## src/rtl/wt_synth_pkg.sv

```systemverilog
// Shared constants and the table-lookup helper for the wavetable oscillator.
// The optional interpolation build (macro WT_INTERP_EN) uses the same definitions.
package wt_synth_pkg;

  localparam int CTRL_OSC_EN      = 0;
  localparam int CTRL_STREAM_MODE = 1;
  localparam int CTRL_SW_GATE     = 2;

  localparam int PHASE_W     = 24;
  localparam int SAMPLE_W    = 8;
  localparam int NUM_SAMPLES = 8;
  localparam int IDX_W       = 3;

  // Entry i of the flattened table occupies bits [8*i+7:8*i].
  function automatic logic [SAMPLE_W-1:0] table_sample(
    input logic [NUM_SAMPLES*SAMPLE_W-1:0] wt,
    input logic [IDX_W-1:0]                idx
  );
    return wt[idx*SAMPLE_W +: SAMPLE_W];
  endfunction

endpackage

```

## src/rtl/sample_tick_gen.sv

```systemverilog
// Free-running sample-rate divider: tick is high for one clk while the count
// sits at SAMPLE_DIV-1, after which the count wraps to zero.
module sample_tick_gen #(
  parameter int SAMPLE_DIV = 1000
) (
  input  logic clk,
  input  logic rst,
  output logic tick
);

  localparam int CNT_W = (SAMPLE_DIV > 1) ? $clog2(SAMPLE_DIV) : 1;

  logic [CNT_W-1:0] count;

  assign tick = (count == CNT_W'(SAMPLE_DIV - 1));

  // NOTE: clocked state uses non-blocking (<=) so every register samples pre-edge values.
  always_ff @(posedge clk or posedge rst) begin
    if (rst) begin
      count <= '0;
    end else if (tick) begin
      count <= '0;
    end else begin
      count <= count + CNT_W'(1);
    end
  end

endmodule

```

## src/rtl/wavetable_oscillator.sv

```systemverilog
// Wavetable oscillator: 24-bit phase accumulator, 8-entry table lookup, volume scaling.
// Build option WT_INTERP_EN adds linear interpolation between adjacent entries (one extra stage).
module wavetable_oscillator
  import wt_synth_pkg::*;
#(
  parameter int SAMPLE_DIV = 1000
) (
  input  logic                            clk,
  input  logic                            rst,
  input  logic [7:0]                      reg_control,
  input  logic [7:0]                      reg_freq_low,
  input  logic [7:0]                      reg_freq_mid,
  input  logic [7:0]                      reg_freq_high,
  input  logic [7:0]                      reg_volume,
  input  logic [NUM_SAMPLES*SAMPLE_W-1:0] wavetable,
  input  logic                            ext_gate,
  output logic [SAMPLE_W-1:0]             sample_out,
  output logic                            sample_valid,
  output logic                            status_gate_active,
  output logic                            status_osc_running
);

  logic                  tick;
  logic                  osc_en, stream_mode, gate, advance, audible;
  logic [PHASE_W-1:0]    freq, phase;
  logic [IDX_W-1:0]      idx;
  logic [SAMPLE_W-1:0]   raw, mul_src;
  logic [2*SAMPLE_W-1:0] product;
  logic                  lookup_valid, out_stage;
  logic                  unused_bits;

  sample_tick_gen #(.SAMPLE_DIV(SAMPLE_DIV)) u_tick_gen (
    .clk  (clk),
    .rst  (rst),
    .tick (tick)
  );

  assign osc_en      = reg_control[CTRL_OSC_EN];
  assign stream_mode = reg_control[CTRL_STREAM_MODE];
  assign gate        = reg_control[CTRL_SW_GATE] | ext_gate;
  assign advance     = osc_en & ~stream_mode & gate;
  // Stream mode ignores OSC_EN, but both paths stay silent without the gate.
  assign audible     = gate & (stream_mode | osc_en);
  assign freq        = {reg_freq_high, reg_freq_mid, reg_freq_low};
  assign idx         = phase[PHASE_W-1 -: IDX_W];
  assign product     = mul_src * reg_volume;

`ifdef WT_INTERP_EN
  logic [SAMPLE_W-1:0]          s0, s1, frac, raw_q;
  logic signed [SAMPLE_W:0]     diff;
  logic signed [2*SAMPLE_W+1:0] delta_scaled;
  logic                         interp_valid;

  assign s0           = table_sample(wavetable, idx);
  assign s1           = table_sample(wavetable, idx + IDX_W'(1));
  assign frac         = phase[PHASE_W-IDX_W-1 -: SAMPLE_W];
  assign diff         = $signed({1'b0, s1}) - $signed({1'b0, s0});
  assign delta_scaled = diff * $signed({1'b0, frac});
  // Bits [15:8] are the low byte of (diff*frac)>>>8; the true sum lies in 0..255, so a byte add is exact.
  assign raw          = stream_mode ? table_sample(wavetable, IDX_W'(0))
                                    : s0 + delta_scaled[2*SAMPLE_W-1:SAMPLE_W];

  always_ff @(posedge clk or posedge rst) begin
    if (rst) begin
      raw_q        <= '0;
      interp_valid <= 1'b0;
    end else begin
      interp_valid <= lookup_valid;
      if (lookup_valid) raw_q <= raw;
    end
  end

  assign mul_src     = raw_q;
  assign out_stage   = interp_valid;
  assign unused_bits = ^{reg_control[7:3], product[SAMPLE_W-1:0],
                         delta_scaled[2*SAMPLE_W+1:2*SAMPLE_W], delta_scaled[SAMPLE_W-1:0]};
`else
  assign raw         = stream_mode ? table_sample(wavetable, IDX_W'(0))
                                   : table_sample(wavetable, idx);
  assign mul_src     = raw;
  assign out_stage   = lookup_valid;
  assign unused_bits = ^{reg_control[7:3], product[SAMPLE_W-1:0]};
`endif

  always_ff @(posedge clk or posedge rst) begin
    if (rst) begin
      phase              <= '0;
      lookup_valid       <= 1'b0;
      sample_valid       <= 1'b0;
      sample_out         <= '0;
      status_gate_active <= 1'b0;
      status_osc_running <= 1'b0;
    end else begin
      lookup_valid       <= tick;
      sample_valid       <= out_stage;
      status_gate_active <= gate;
      status_osc_running <= advance;
      if (tick) begin
        if (advance)      phase <= phase + freq;
        else if (!osc_en) phase <= '0;
      end
      if (out_stage) sample_out <= audible ? product[2*SAMPLE_W-1:SAMPLE_W] : '0;
    end
  end

endmodule
```

## config.mk

```make
export PLATFORM = sky130hd
export DESIGN_NAME = wavetable_oscillator
export DESIGN_NICKNAME = d
export VERILOG_FILES = /design/src/rtl/wt_synth_pkg.sv /design/src/rtl/sample_tick_gen.sv /design/src/rtl/wavetable_oscillator.sv
export SDC_FILE = /design/constraint.sdc
export NUM_CORES = 1
export LEC_CHECK = 0
export CAP_MARGIN = 10
export CELL_PAD_IN_SITES_DETAIL_PLACEMENT = 0
export CELL_PAD_IN_SITES_GLOBAL_PLACEMENT = 1
export CORE_ASPECT_RATIO = 0.8
export CORE_MARGIN = 4
export CORE_UTILIZATION = 36
export CTS_BUF_LIST = sky130_fd_sc_hd__clkbuf_4 sky130_fd_sc_hd__clkbuf_8
export DETAILED_ROUTE_END_ITERATION = 6
export PLACE_DENSITY_LB_ADDON = 0.1
export SLEW_MARGIN = 40
export SYNTH_ARGS = -nofsm -noshare
export SYNTH_HDL_FRONTEND = slang
export SYNTH_SLANG_ARGS = --single-unit
```

## constraint.sdc

```tcl
create_clock -name clk -period 6.55 [get_ports clk]
set_input_delay 0.9825 -clock clk [delete_from_list [all_inputs] [get_ports clk]]
set_output_delay 0.9825 -clock clk [all_outputs]
set_load 0.05 [all_outputs]
```

* Word level (Yosys, flattened, before mapping)
Cells that the tools add are included.
Storage, ports and cells: bits in writable memories 0, bits in read-only memories 0, memories kept 0, latch bits 0, register bits after elaboration 46
Operators by class: divide/modulo/power cells 0, equality and inequality tests 2, reductions and logical operators 1, shift operators 1, add/subtract/negate cells 2, multipliers 1, mux-type cells 5, order comparisons 0, bitwise gates (word level) 6
Operators with widths (count):
- $shiftx A64 B7 Y8 | 1
- $mux W24 | 2
- $add A24 B24 Y24 | 1
- $mul A8 B8 Y16 | 1
- $mux W8 | 2
- $add A10 B1 Y10 const B | 1
- $eq A10 B10 Y1 const B | 1
- $mux W10 | 1
- $and A1 B1 Y1 | 3
- $ne A2 B1 Y1 const B | 1
- $or A1 B1 Y1 | 2
- $reduce_and A2 Y1 | 1
- $not A1 Y1 | 1

* Logic depth before layout (Yosys ltp)
Gate-level depths: netlist of run 1.
word-level depth 5, mapped depth 23, gate-level depth less buffers 21

* By module
From an unflattened synthesis of run 1, not the netlist that was laid out.
Second synthesis, totals: cell total of the unflattened synthesis 565, area, all modules 5326.4 um2
Modules (own cells, without submodules):
- wavetable_oscillator | cells an instance 518, times used 1, area an instance 4819.6 um2, sequential area each 900.9 um2
- sample_tick_gen | cells an instance 47, times used 1, area an instance 506.7 um2, sequential area each 250.2 um2

* Least setup slack after synthesis of run 1
No wires, ideal clock.
kind reg2reg, from reg phase[21], to reg sample_out[7], arrival time 6.368 ns, stages on the path, launching flop included 23, setup time 0.064 ns, clock period less this slack 6.433 ns, required time 6.486 ns, slack 0.117 ns, cell sequence dfrtp_1 clkbuf_1 buf_1 mux4_2 mux2i_1 nor2_1 a21oi_1 nor2b_1 fa_1 inv_1 fa_1 inv_1 fa_1 fa_1 ha_1 a21oi_1 o21ai_0 a22o_1 a41o_1 o41a_1 a211o_1 nor4_2 a211o_1
Between the ends: longest elaborated chain between the ends 4
RTL lines:
- start, declared | RTL line wavetable_oscillator.sv:25 | logic [PHASE_W-1:0] freq, phase;
- start signal, assigned | RTL line wavetable_oscillator.sv:99 | if (advance) phase <= phase + freq;
- $shiftx A64 B7 Y8 | RTL line wt_synth_pkg.sv:19 | return wt[idx*SAMPLE_W +: SAMPLE_W];
- $mux W8 | RTL line wavetable_oscillator.sv:78 | assign raw = stream_mode ? table_sample(wavetable, IDX_W'(0))
- $mul A8 B8 Y16 | RTL line wavetable_oscillator.sv:46 | assign product = mul_src * reg_volume;
- $mux W8 | RTL line wavetable_oscillator.sv:102 | if (out_stage) sample_out <= audible ? product[2*SAMPLE_W-1:SAMPLE_W] : '0;
- end signal, assigned | RTL line wavetable_oscillator.sv:102
- end, declared | RTL line wavetable_oscillator.sv:17 | output logic [SAMPLE_W-1:0] sample_out,
No other way between the ends. A chain may end at the register's enable or synchronous reset.

* Worst setup path in the final report of run 1
from in wavetable[56], to reg sample_out[7]
Between the ends: longest elaborated chain between the ends 4
RTL lines:
- start, declared | RTL line wavetable_oscillator.sv:15 | input logic [NUM_SAMPLES*SAMPLE_W-1:0] wavetable,
- $shiftx A64 B7 Y8 | RTL line wt_synth_pkg.sv:19
- $mux W8 | RTL line wavetable_oscillator.sv:78
- $mul A8 B8 Y16 | RTL line wavetable_oscillator.sv:46
- $mux W8 | RTL line wavetable_oscillator.sv:102
No other way between the ends.

==> results of run 1 <==
==> critical path, delay by kind of cell <==
family | cells | cell delay (ns)
multiplexers | 3 | 1.10
AO/OA/AOI/OAI | 7 | 1.48
adder cells (fa/ha/maj) | 5 | 2.22
AND/OR/NAND/NOR | 2 | 0.32
buffers and inverters | 2 | 0.45
==> layer usage <==
metal  routed length, um  vias up  share of wire, %
met1                7060     2171                48
met4                 110        0              0.75
met5                   0        -                 0
met2                6180      152                42
met3                1310       10               8.9
li1                    -     2256                 -
==> sequential cells by signal, indices dropped and copies added, names as in the netlist <==
name                flops
phase                  24
u_tick_gen.count       10
sample_out              8
lookup_valid            1
sample_valid            1
status_gate_active      1
status_osc_running      1
==> timing repair <==
item                                    in CTS  in global routing
pin swaps                                   13                 24
setup buffers                                2                  3
endpoints found under the setup margin       4                  4
resized for setup                            9                 53
==> area by class of cell <==
type / count / area [um2] / share of cell area, %
Clock buffer: 5 / 68.8 / 0.959
Clock inverter: 3 / 45.0 / 0.627
Inverter: 54 / 205 / 2.86
Multi-Input combinational cell: 443 / 3970 / 55.4
Sequential cell: 46 / 1150 / 16.0
Tap cell: 184 / 230 / 3.21
Timing Repair Buffer: 152 / 1510 / 21.0
==> Yosys cell counts, types with 6 or more instances <==
| master | count |
|---|---|
| nand3_1 | 18 |
| inv_1 | 54 |
| a21o_1 | 12 |
| and2_1 | 7 |
| mux4_2 | 10 |
| xor2_1 | 16 |
| clkbuf_1 | 8 |
| mux2i_1 | 7 |
| nor2_1 | 26 |
| o21ai_0 | 29 |
| a21oi_1 | 32 |
| xnor2_1 | 12 |
| fa_1 | 36 |
| dfrtp_1 | 46 |
| nand2_1 | 36 |
| ha_1 | 57 |
| mux4_1 | 6 |
| o22ai_1 | 7 |
| nand2b_1 | 10 |
| nor2b_1 | 49 |
==> per-stage QoR <==
step	area [um2]	total power, mW
floorplan	5290	0.657
global placement	6860	0.844
detailed placement	6860	0.854
CTS	7000	1.10
global route	7180	1.22
finish	7180	1.11
==> where the power goes <==
part / internal (mW) / switching [mW] / total (mW)
sequential: 0.284 / 0.000274 / 0.285
clock: 0.114 / 0.108 / 0.222
combinational: 0.319 / 0.290 / 0.608
total: 0.717 / 0.398 / 1.11
==> kinds of logic after synthesis <==
family                     Yosys count  share of synthesized area, %
buffers and inverters               67                          4.94
muxes                               26                          9.20
adders and majority gates           93                          27.1
xor gates and xnor gates            28                          4.64
DFF                                 46                          21.8
AOI/OAI and AO/OA                  116                          13.9
and+or+nand+nor                    180                          18.4
==> worst paths after layout <==
kind                            slack, ns  cells after the start                       endpoint                     startpoint
worst max-delay path                 0.25                     19      sample_out[7]$_DFFE_PP0P_                  wavetable[56]
worst min-delay path                 0.48                      1  u_tick_gen.count[9]$_DFF_PP0_  u_tick_gen.count[9]$_DFF_PP0_
worst max register to register       0.45                     22      sample_out[7]$_DFFE_PP0P_          phase[21]$_DFFE_PP0P_
worst min register to register       0.48                      1  u_tick_gen.count[9]$_DFF_PP0_  u_tick_gen.count[9]$_DFF_PP0_
max in group asynchronous            5.04                      2          phase[14]$_DFFE_PP0P_                            rst
min in group asynchronous            1.10                      2  u_tick_gen.count[4]$_DFF_PP0_                            rst
==> metrics.md, run 1 <==
| Metric | Value |
|---|---|
| Synth warn | 0 |
| Post-synthesis sequential area ratio | 21.8% |
| Overflow after GRT | 0 |
| CTS Root Cell | clkbuf_8 |
| IO Pins | 118 |
| Final min period | 6.30 ns |
| Die H | 116 um |
| Clock Latency Late Sink | 0.31 ns |
| Post-DP HPWL | 11.7 mm |
| 1st-iter DRT viols | 246 |
| TritonCTS clock tree | built |
| Tightest Pin Transition | 0.698 ns |
| PD cells | 155 nW/um2 |
| Die area | 16700 um2 |
| Headroom to the max-slew limit | 53.4% |
| Number of synthesized flops with an enable pin | 0 |
| M2 GR Usage | 26.7% |
| Final Hold Fails | 0 |
| Setup CP Type | input pin to register |
| Layout Utilization | 50.0% |
| Core area | 14300 um2 |
| GR Util met1 | 26.1% |
| Largest net degree at the start of global routing | 47 |
| Diode count | 0 |
| Hold Slack | 0.480 ns |
| Iteration count of the initial detailed-routing pass | 4 |
| Critical Path Sink Type | register |
| Fin cells | 887 |
| Commonest non-fill, non-tap cells in the layout | clkdlybuf4s50_1, ha_1, inv_1 |
| Initial core utilization | 36.9% |
| Synth Register Bits | 46 |
| Max-cap viol count | 0 |
| Yosys top cell by area | dfrtp_1 |
| Vias in the first global route | 4528 |
| DP Cell Count | 874 |
| Worst vdd ir | 111 uV |
| Critical path required time | 6.80 ns |
| Filler cells | 1364 |
| Synth cell types | 54 |
| Critical path peak fanout | 6 |
| Main synth FF type | dfrtp_1 |
| Routed Antenna Nets | 0 |
| Area growth, synth to finish | 35.7% |
| HP Class | register to register |
| Initial antenna violation count | 0 |
| Share of cells above drive strength 1 | 12.9% |
| Final worst slack | 0.250 ns |
| Mapped Area | 5290 um2 |
| Status | finished, final reports clean |
| Via-per-instance ratio | 5.17 |
| Leakage power | 3.54 nW |
| FP Rows | 39 |
| Clk slew on worst S/H paths | 0.10 ns |
| Gr busiest metal | met2 |
| Dpl ws | -0.561 ns |
| Overall Global Routing Usage | 17.6% |
| Critical-path cell list | clkdlybuf4s50_1, mux4_2, mux2_2, mux2_4, nand2_2, fa_1, fa_1, inv_2, fa_1, fa_1, ha_4, a21oi_2, o21ai_2, a22o_1, a41o_1, o41a_1, a211o_1, nor4_2, a211o_1 |
| Die width | 144 um |
| # DRC | 0 |
| Most frequent CP cell | fa_1 |
| Final period utilization | 96.2% |
| Met3 GRT Util | 4.46% |
| Post-synth ARST share | 100% |
| Max-slew violation count | 0 |
| CTS max path bufs | 2 |
| Synthesized instance count | 556 |
| Most common cell after layout, fill and taps aside | clkdlybuf4s50_1 |
| H-tree levels | 2 |
| Sink Count | 46 |
| CTS Buf Count | 5 |
| Syn Area/Cell | 9.51 um2 |
| Largest stage delay on the critical path | 0.58 ns |
| Clk_skew | 0.00658 ns |
| Wire per inst | 16.5 um |
| Worst setup SP type | input pin |
| Final setup viols | 0 |
| I/O Buffers | 112 |
| Slowest-stage cell, CP | fa_1 |
| Hold_buf cts | 0 |
| Final nets | 902 |
| Net Count, Synth | 756 |
| Worst EP arrival | 6.55 ns |
| Yosys top cell area share | 21.8% |
| Vias | 4589 |
| Gp weighted congestion | 0.836 |
| Synth area leaders | dfrtp_1, fa_1, ha_1, nor2b_1, mux4_2 |
| First-pass GRT wire length | 23.2 mm |
| Max Freq | 159 MHz |
| Setup TNS | 0 ns |
| Final wirelength | 14.7 mm |
No activity file was read; power rests on OpenSTA's default activity.
==> run 2, diff against run 1 <==
Settings changed: CTS_CLUSTER_DIAMETER from default to 50.
==> results of run 2 <==
No change in the layout: final DEF, timing and power equal those of run 1.
==> run 3, diff against run 2 <==
Settings changed: CELL_PAD_IN_SITES_DETAIL_PLACEMENT 0 to default, CELL_PAD_IN_SITES_GLOBAL_PLACEMENT 1 to default, CORE_UTILIZATION 36 to 48.
==> run 3 against run 2 <==
Effect of this change: first-iteration DRC count increased by 28%; setup slack got worse by 0.069 ns; register-to-register slack improved by 0.04 ns; via count increased by 1.7%; maximum frequency decreased by 1.1%; wire length decreased by 3.4%.
==> metrics.md, run 3 (synthesis gave the netlist of run 1 again) <==
| Metric | Value |
|---|---|
| Status | finished, final reports clean |
| Vias in the first global route | 4789 (+5.8%) |
| Clk slew on worst S/H paths | 0.09 ns (about the same) |
| Via-per-instance ratio | 5.52 (+6.7%) |
| Tightest Pin Transition | 0.660 ns (-0.0379 ns) |
| Logic pwr share | 56.6% (+2.0 points) |
| CTS Root Cell | clkbuf_8 |
| Final setup viols | 0 (unchanged) |
| Max-cap viol count | 0 (unchanged) |
| Share of cells above drive strength 1 | 12.1% (-0.89 points) |
| Wire per inst | 16.8 um (+1.4%) |
| Final min period | 6.37 ns (+0.0689 ns) |
| RR Startpoint | phase[22]$_DFFE_PP0P_ |
| Register share of total power | 24.5% (-1.0 points) |
| PD cells | 165 nW/um2 (+6.3%) |
| Most common cell after layout, fill and taps aside | clkdlybuf4s50_1 |
| Critical path peak fanout | 6 (unchanged) |
| Die width | 125 um (-13%) |
| Post-DP HPWL | 11.2 mm (-4.7%) |
| 1st-iter DRT viols | 314 (+28%) |
| Critical-path cell list | clkdlybuf4s50_1, mux4_1, mux2_4, mux2_4, nand2_2, fa_1, fa_1, inv_1, fa_1, fa_1, ha_4, a21oi_4, o21ai_2, a22o_1, a41o_1, o41a_1, a211o_1, nor4_2, a211o_1 |
| Die H | 102 um (-12%) |
| Max FFs per register | 24 (unchanged) |
| Overall Global Routing Usage | 22.5% (+4.9 points) |
| Vias | 4665 (+1.7%) |
| Min-delay src | u_tick_gen.count[9]$_DFF_PP0_ |
| Routed Antenna Nets | 0 (unchanged) |
| First-pass GRT wire length | 23.6 mm (+1.9%) |
| Diode count | 0 (unchanged) |
| Core area | 10500 um2 (-27%) |
| Critical path required time | 6.80 ns (about the same) |
| Post-route cell area | 7040 um2 (-1.9%) |
| Worst EP arrival | 6.61 ns (+0.06 ns) |
| Regs by FF count | phase: 24 flops, u_tick_gen.count: 10 flops, sample_out: 8 flops |
| FP Rows | 33 (-15%) |
| Hold_buf cts | 0 (unchanged) |
| Commonest non-fill, non-tap cells in the layout | clkdlybuf4s50_1, ha_1, inv_1 |
| Most frequent CP cell | fa_1 |
| Setup CP Type | input pin to register |
| Gp weighted congestion | 0.916 (+9.6%) |
| CTS Buf Count | 5 (unchanged) |
| Largest stage delay on the critical path | 0.57 ns (about the same) |
| Initial core utilization | 50.4% (+14 points) |
| Area growth, synth to finish | 33.1% |
| HP Class | register to register |
| Internal power | 750 uW (+4.6%) |
| Filler cells | 859 (-37%) |
| Critical Path Start | wavetable[16] |
| Max Freq | 157 MHz (-1.1%) |
| Final Hold Fails | 0 (unchanged) |
| Iteration count of the initial detailed-routing pass | 4 (unchanged) |
| Worst setup SP type | input pin |
| Slowest-stage cell, CP | fa_1 |
| Switching Share | 35.5% (-0.20 points) |
| Max-slew violation count | 0 (unchanged) |
| Headroom to the max-slew limit | 55.9% (+2.5 points) |
| Final nets | 904 (+0.22%) |
| I/O Buffers | 112 (unchanged) |
| Overflow after GRT | 0 (unchanged) |
| IO Pins | 118 (unchanged) |
| Clk_skew | 0.00900 ns (+0.00242 ns) |
| Largest Register | phase |
| NetSw | 413 uW (+3.7%) |
| Clk pwr share | 19.0% (-0.9 points) |
| Initial antenna violation count | 0 (unchanged) |
| Worst reg-to-reg setup slack | 0.49 ns (+0.04 ns) |
| Area after DPL | 6780 um2 (-1.1%) |
| Largest net degree at the start of global routing | 47 (unchanged) |
| Die area | 12800 um2 (-24%) |
| Leakage power | 3.28 nW (-7.4%) |
| Clock Latency Late Sink | 0.30 ns (about the same) |
| Final wirelength | 14.2 mm (-3.4%) |
| Critical Path Sink Type | register |
| CTS max path bufs | 2 (unchanged) |
| Final period utilization | 97.2% (+1.1 points) |
| # DRC | 0 (unchanged) |
| Pwr Total | 1.16 mW (+4.3%) |
| H-tree levels | 2 (unchanged) |
| Worst vdd ir | 107 uV (-3.5%) |
| TritonCTS clock tree | built |
| RSZ-0062 raised after global routing | no |
| Sink Count | 46 (unchanged) |
==> run 3: timing repair <==
item	4_1_cts	5_1_grt
gates resized for setup	16	11
pin swaps	10	10
buffers inserted	9	0
setup endpoints to repair	3	5
hold endpoints to repair	0	0
==> run 3: final timing paths <==
kind                       depth (start not counted)                       endpoint
max in group asynchronous                          2          phase[18]$_DFFE_PP0P_
setup reg to reg                                  18      sample_out[7]$_DFFE_PP0P_
hold / removal                                     1  u_tick_gen.count[9]$_DFF_PP0_
min in group asynchronous                          2  u_tick_gen.count[4]$_DFF_PP0_
hold reg to reg                                    1  u_tick_gen.count[9]$_DFF_PP0_
setup / recovery                                  19      sample_out[7]$_DFFE_PP0P_
==> run 3: per-stage QoR <==
step	setup slack (ns)	util [%]	hold slack, ns	cells	TNS (ns)
CTS	0.0115	66.7	0.489	844	0
detailed placement	-0.415	64.7	0.474	827	-2.15
floorplan	0.117	-	0.352	556	0
global placement	-0.290	64.6	0.452	827	-1.42
global route	0.00258	67.1	0.510	845	0
finish	0.181	67.1	0.484	845	0
==> run 3: power by group through the flow <==
stage,Sequential [mW],Clock [mW],Combinational (mW)
6_report,0.285,0.220,0.657
5_1_grt,0.285,0.239,0.737
4_1_cts,0.285,0.224,0.627
3_5_place_dp,0.290,0,0.558
3_3_place_gp,0.290,0,0.536
2_1_floorplan,0.292,0,0.364
==> run 3: layout make-up <==
type	count	area, um2	share of cell area [%]
Tap cell	140	175	2.49
Timing Repair Buffer	154	1450	20.6
Inverter	54	205	2.91
Sequential cell	46	1150	16.3
Clock inverter	3	43.8	0.622
Multi-Input combinational cell	443	3950	56.1
Clock buffer	5	68.8	0.977
==> run 3: layer usage <==
metal	GRT usage [%]	share of wire [%]	vias up
met5	0	0	-
met4	1.75	0.37	0
met3	4.23	6.2	6
met2	36.7	45	136
met1	33.1	49	2267
li1	-	-	2256
==> run 3: worst max-delay path: cells and delay by family <==
family | cells | cell delay, ns
buffers and inverters | 2 | 0.46
muxes | 3 | 1.10
AOI/OAI and AO/OA | 7 | 1.51
adders and majority gates | 5 | 2.23
and+or+nand+nor | 2 | 0.32
